## src/rtl/mem_access_stage.sv

```systemverilog
// MEM pipeline stage: runs load/store transactions against the data cache
// over a req/ready handshake and registers the MEM/WB bundle for write-back.
// Optional build macro MEM_TIMEOUT_EN adds an ACCESS-state watchdog that
// aborts a transaction after TIMEOUT_CYCLES cycles and raises mem_error.
module mem_access_stage #(
    parameter int TIMEOUT_CYCLES = 255
) (
    input  logic        clk,
    input  logic        rst_b,
    input  logic        in_valid,
    input  logic        mem_read,
    input  logic        mem_write,
    input  logic        is_word_in,
    input  logic [31:0] alu_result_in,
    input  logic [31:0] store_data,
    input  logic [4:0]  rd_num_in,
    input  logic [1:0]  register_src_in,
    input  logic [31:0] inst_addr_in,
    input  logic        halted_in,
    output logic        stall,
    output logic        cache_req,
    output logic        cache_we,
    output logic [31:0] cache_addr,
    output logic [3:0]  cache_be,
    output logic [31:0] cache_wdata,
    input  logic        cache_ready,
    input  logic [31:0] cache_rdata,
    output logic        wb_valid,
    output logic [1:0]  wb_register_src,
    output logic [4:0]  wb_rd_num,
    output logic        wb_is_word,
    output logic [1:0]  wb_byte_number,
    output logic [31:0] wb_alu_result,
    output logic [31:0] wb_inst_addr,
    output logic [31:0] wb_cache_data,
    output logic        wb_halted,
    output logic        mem_error
);

    typedef enum logic {
        IDLE   = 1'b0,
        ACCESS = 1'b1
    } state_t;

    state_t      state_q;

    // Bundle latched on accept, held stable for the whole transaction
    logic [31:0] addr_q;
    logic [31:0] wdata_q;
    logic [3:0]  be_q;
    logic        we_q;
    logic        load_q;
    logic        is_word_q;
    logic [4:0]  rd_num_q;
    logic [1:0]  reg_src_q;
    logic [31:0] inst_addr_q;
    logic        halted_q;

    // MEM/WB registers
    logic        wb_valid_q;
    logic [1:0]  wb_register_src_q;
    logic [4:0]  wb_rd_num_q;
    logic        wb_is_word_q;
    logic [1:0]  wb_byte_number_q;
    logic [31:0] wb_alu_result_q;
    logic [31:0] wb_inst_addr_q;
    logic [31:0] wb_cache_data_q;
    logic        wb_halted_q;

    logic        accept;
    logic        is_mem;
    logic        timeout_hit;
    logic [3:0]  be_d;
    logic [31:0] wdata_d;

    // Once a halt has retired the stage ignores all further bundles
    assign accept = in_valid && !wb_halted_q;
    assign is_mem = mem_read || mem_write;

`ifdef MEM_TIMEOUT_EN
    logic [31:0] cnt_q;
    logic        mem_error_q;

    assign timeout_hit = (state_q == ACCESS) && !cache_ready &&
                         (cnt_q == 32'(TIMEOUT_CYCLES - 1));
    assign mem_error   = mem_error_q;

    // Watchdog: cleared on entry to ACCESS, counts cycles without cache_ready
    always_ff @(posedge clk or negedge rst_b) begin
        if (!rst_b) begin
            cnt_q       <= '0;
            mem_error_q <= 1'b0;
        end else if (state_q == IDLE) begin
            cnt_q <= '0;
        end else if (timeout_hit) begin
            cnt_q       <= '0;
            mem_error_q <= 1'b1;
        end else if (!cache_ready) begin
            cnt_q <= cnt_q + 32'd1;
        end
    end
`else
    // No watchdog in this build: never aborts, error flag is constant zero
    assign timeout_hit = 1'b0;
    assign mem_error   = (TIMEOUT_CYCLES < 0);
`endif

    // Lane steering for the request: byte 0 lives in bits 31:24
    always_comb begin
        be_d    = 4'b1111;
        wdata_d = store_data;
        if (!is_word_in) begin
            be_d    = 4'b1000 >> alu_result_in[1:0];
            wdata_d = {4{store_data[7:0]}};
        end
    end

    // Upstream hold: accept cycle of a mem op, then every ACCESS cycle until done
    always_comb begin
        stall = 1'b0;
        if (rst_b) begin
            if (state_q == IDLE) begin
                stall = accept && is_mem;
            end else begin
                stall = !(cache_ready || timeout_hit);
            end
        end
    end

    assign cache_req   = (state_q == ACCESS);
    assign cache_we    = we_q;
    assign cache_addr  = {addr_q[31:2], 2'b00};
    assign cache_be    = be_q;
    assign cache_wdata = wdata_q;

    assign wb_valid        = wb_valid_q;
    assign wb_register_src = wb_register_src_q;
    assign wb_rd_num       = wb_rd_num_q;
    assign wb_is_word      = wb_is_word_q;
    assign wb_byte_number  = wb_byte_number_q;
    assign wb_alu_result   = wb_alu_result_q;
    assign wb_inst_addr    = wb_inst_addr_q;
    assign wb_cache_data   = wb_cache_data_q;
    assign wb_halted       = wb_halted_q;

    // Stage FSM: accept, run the cache handshake, retire into MEM/WB
    always_ff @(posedge clk or negedge rst_b) begin
        if (!rst_b) begin
            state_q           <= IDLE;
            addr_q            <= '0;
            wdata_q           <= '0;
            be_q              <= '0;
            we_q              <= 1'b0;
            load_q            <= 1'b0;
            is_word_q         <= 1'b0;
            rd_num_q          <= '0;
            reg_src_q         <= '0;
            inst_addr_q       <= '0;
            halted_q          <= 1'b0;
            wb_valid_q        <= 1'b0;
            wb_register_src_q <= '0;
            wb_rd_num_q       <= '0;
            wb_is_word_q      <= 1'b0;
            wb_byte_number_q  <= '0;
            wb_alu_result_q   <= '0;
            wb_inst_addr_q    <= '0;
            wb_cache_data_q   <= '0;
            wb_halted_q       <= 1'b0;
        end else begin
            wb_valid_q <= 1'b0;
            case (state_q)
                IDLE: begin
                    if (accept && is_mem) begin
                        addr_q      <= alu_result_in;
                        wdata_q     <= wdata_d;
                        be_q        <= be_d;
                        we_q        <= mem_write;
                        load_q      <= mem_read && !mem_write;
                        is_word_q   <= is_word_in;
                        rd_num_q    <= rd_num_in;
                        reg_src_q   <= register_src_in;
                        inst_addr_q <= inst_addr_in;
                        halted_q    <= halted_in;
                        state_q     <= ACCESS;
                    end else if (accept) begin
                        wb_valid_q        <= 1'b1;
                        wb_register_src_q <= register_src_in;
                        wb_rd_num_q       <= rd_num_in;
                        wb_is_word_q      <= is_word_in;
                        wb_byte_number_q  <= alu_result_in[1:0];
                        wb_alu_result_q   <= alu_result_in;
                        wb_inst_addr_q    <= inst_addr_in;
                        wb_halted_q       <= wb_halted_q || halted_in;
                    end
                end
                ACCESS: begin
                    if (cache_ready || timeout_hit) begin
                        wb_valid_q        <= 1'b1;
                        wb_register_src_q <= reg_src_q;
                        wb_rd_num_q       <= rd_num_q;
                        wb_is_word_q      <= is_word_q;
                        wb_byte_number_q  <= addr_q[1:0];
                        wb_alu_result_q   <= addr_q;
                        wb_inst_addr_q    <= inst_addr_q;
                        wb_halted_q       <= wb_halted_q || halted_q;
                        if (cache_ready) begin
                            if (load_q) begin
                                wb_cache_data_q <= cache_rdata;
                            end
                        end else begin
                            wb_cache_data_q <= '0;
                        end
                        state_q <= IDLE;
                    end
                end
                default: state_q <= IDLE;
            endcase
        end
    end

endmodule

```

## config.mk

```make
export PLATFORM = sky130hd
export DESIGN_NAME = mem_access_stage
export DESIGN_NICKNAME = d
export VERILOG_FILES = /design/src/rtl/mem_access_stage.sv
export SDC_FILE = /design/constraint.sdc
export NUM_CORES = 1
export LEC_CHECK = 0
export CAP_MARGIN = 10
export CORE_MARGIN = 10
export CORE_UTILIZATION = 45
export CTS_CLUSTER_DIAMETER = 120
export DETAILED_ROUTE_END_ITERATION = 12
export PLACE_DENSITY_LB_ADDON = 0.05
export SKIP_CTS_REPAIR_TIMING = 1
export SLEW_MARGIN = 25
export SYNTH_ARGS = -nofsm -noshare
export SYNTH_HDL_FRONTEND = slang
export SYNTH_SLANG_ARGS = --single-unit
```

## constraint.sdc

```tcl
create_clock -name clk -period 2.05 [get_ports clk]
set_input_delay 0.41 -clock clk [delete_from_list [all_inputs] [get_ports clk]]
set_output_delay 0.41 -clock clk [all_outputs]
set_load 0.01 [all_outputs]
```

==> results.txt <==
CTS tree -> done
synth-to-layout area growth -> 41.6%
worst min path class -> input pin to asynchronous set/reset pin
share of cells above drive strength 1 -> 0.188
Post-Syn Instances -> 674
wire length per cell -> 22.5 µm
global-route wire length before repair -> 44100 µm
GRT Util Overall -> 0.196
Die Span Y -> 166 µm
compound-gate portion of the synthesized area -> 0.134
clock root buffer -> clkbuf_16
met2 WL post-DR -> 13700 µm
drt first-iter violations -> 427
failing checks -> hold timing, setup timing
P_sw -> 6.23 mW
# IOs -> 323
clock sink count -> 218
max incr delay on CP -> 0.42 ns
Placeable Area -> 21000 µm²
Congestion Overflow GR -> 0
mux contribution to synthesized area -> 0.163
# DRC -> 0
Setup TNS Final -> -0.0529 ns
Final Critical Period -> 2.10 ns
Worst setup EP type -> output port
kind of critical path -> flip-flop to output port
pin count of the biggest net entering global routing -> 113
Syn. warnings -> 0
worst path cell trace -> or3b_4, o22ai_2, and2_1, buf_2
slew margin rel. -> 0.587
Post-Synth Simple-Gate Area -> 0.0584
max-slew violation count -> 0
Crit path arrival time -> 1.69 ns
crit path max fanout -> 2
most frequent cells in the layout -> 316 x clkdlybuf4s50_1, 218 x dfrtp_1, 79 x mux2_4
Clock power frac -> 0.204
vias -> 6602
CP Data Required Time -> 1.64 ns
number of global-route vias before repair -> 7390
pwr dens -> 1540 nW/µm²
Slew @ Worst Pin -> 0.619 ns
Slowest cell on crit path -> dfrtp_1
Die X -> 166 µm
dpl ws -> -0.410 ns
largest family of logic cells by synthesized area -> multiplexers
Lkg Pwr -> 5.75 nW
Port Buffer Count -> 319
post-synthesis adder-cell area fraction -> 0
clk_lat worst skew -> 0.51 ns
Final Hold Fails -> 2
Bufs on Longest Clock Path -> 3
register area share after synthesis -> 0.569
Max Cap Violations -> 0
Core Rows -> 53
setup ws final -> -0.0529 ns
die footprint -> 27500 µm²
H-tree Lvls -> 1
cell-internal power -> 14.7 mW
Placer Congestion -> 0.837
synthesized cell area -> 9580 µm²
Yosys reg bits -> 218
Layout Skew -> 0.00854 ns
number of antenna violations at the first check in global routing -> 4
Final Net Count -> 1104
post-synthesis cell type count -> 27
number of buffers created by CTS -> 25
Peak Freq -> 476 MHz
DR pass1 iterations -> 5
via/cell ratio -> 5.26
Logic pwr share -> 0.427
crit share post-route -> 1.03
CTS clk-pin slew, worst paths -> 0.06 ns
overall routed net length -> 28300 µm
highest metal used -> met5
Initial Utilization -> 0.457
detailed placement HPWL -> 20100 µm
Final Hold Slack -> -0.00116 ns
commonest non-fill, non-tap cell in the layout -> clkdlybuf4s50_1
Syn Area/Cell -> 14.2 µm²
final setup fails -> 1
sw frac -> 0.298
Met3 Wirelength -> 2570 µm
Seq pwr share -> 0.369
Post-Synth XOR/XNOR Area -> 0
Detail Route Antenna Nets -> 0
startpoint class of the critical path -> flip-flop
VDD IR-drop max -> 0.000912 V
RSZ-0062 raised after global routing -> true
status -> complete, but fails checks
wl on met1 -> 11400 µm
[cells in the mapped netlist]
master    count  area (µm²)
o21ai_0      63         315
nor2b_1       8        50.1
nand2b_4      1        13.8
dfrtp_1     218        5460
mux2_4       79        1190
or2_4         1        8.76
mux2_2       33         372
buf_2         9        45.0
o221a_1      69         777
buf_8         7         105
or2_2         1        6.26
or3b_1        1        8.76
inv_1         4        15.0
buf_1         3        11.3
a21oi_1      29         145
nand2b_1     72         450
conb_1        1        3.75
o22ai_1       1        6.26
buf_12       10         200
and2_2        1        7.51
clkbuf_1     21        78.8
and2_1        1        6.26
o221a_2       3        33.8
buf_4        35         263
nand2_1       1        3.75
nor2_1        1        3.75
o21bai_1      1        7.51
[sequential cells by signal, summed over array words and instances (netlist names), 2 cells and up]
| register | flops |
|---|---|
| cache_be | 4 |
| inst_addr_q | 32 |
| wb_inst_addr | 32 |
| cache_wdata | 32 |
| rd_num_q | 5 |
| reg_src_q | 2 |
| addr_q | 32 |
| wb_alu_result | 31 |
| wb_rd_num | 5 |
| wb_cache_data | 32 |
| wb_register_src | 2 |
[power groups by stage]
stage	clock [mW]	sequential, mW	combinational [mW]
global route	4.53	7.98	9.49
finish	4.25	7.70	8.93
detailed placement	0	7.71	9.03
global placement	0	7.62	8.89
CTS	4.36	7.70	9.07
floorplan	0	8.11	4.09
[logic make-up after synthesis]
logic type             after synthesis
AOI/OAI and AO/OA                  166
buffers and inverters               89
DFF                                218
muxes                              112
other                                1
and+or+nand+nor                     88
[cell type report]
type | instances | area [µm²]
Timing Repair Buffer | 343 | 3520
Antenna cell | 3 | 7.51
Inverter | 4 | 15.0
Clock buffer | 38 | 734
Multi-Input combinational cell | 369 | 3430
Sequential cell | 218 | 5460
Tap cell | 275 | 344
Clock inverter | 5 | 50.0
Fill cell | 1595 | 7390
[final timing paths]
path                            from                end  slack, ns  cells after the start
setup reg to reg           wb_halted    inst_addr_q[12]       0.05                      5
min in group clk            halted_q          wb_halted       0.50                      2
hold / removal                 rst_b    inst_addr_q[25]     -0.001                      2
hold reg to reg             halted_q          wb_halted       0.50                      2
setup / recovery           wb_halted              stall      -0.05                      4
max in group asynchronous      rst_b  wb_byte_number[0]       1.05                      3
[routing by layer]
metal  GRT usage  vias to the layer above
met5           0                        -
met4      0.0532                        2
li1            -                     2976
met2       0.321                      248
met3      0.0760                       36
met1       0.237                     3340
[through the flow]
stage	total power, mW	cells	hold slack (ns)	cell area, µm²	utilization
final	20.9	1255	-0.00116	13600	0.647
after global routing	22.0	1254	0.0725	13600	0.647
after CTS	21.1	1252	0.0507	13600	0.647
after detailed placement	16.7	1209	0.483	12800	0.609
after global placement	16.5	1209	0.471	12800	0.609
after floorplan	12.2	676	0.114	9590	-
[worst max-delay path: cells and delay by family (launching register included)]
family	cells	cell delay [ns]
DFF	1	0.42
AOI/OAI and AO/OA	1	0.11
buffers and inverters	1	0.13
and+or+nand+nor	2	0.54
(Power assumes the default switching activity.)
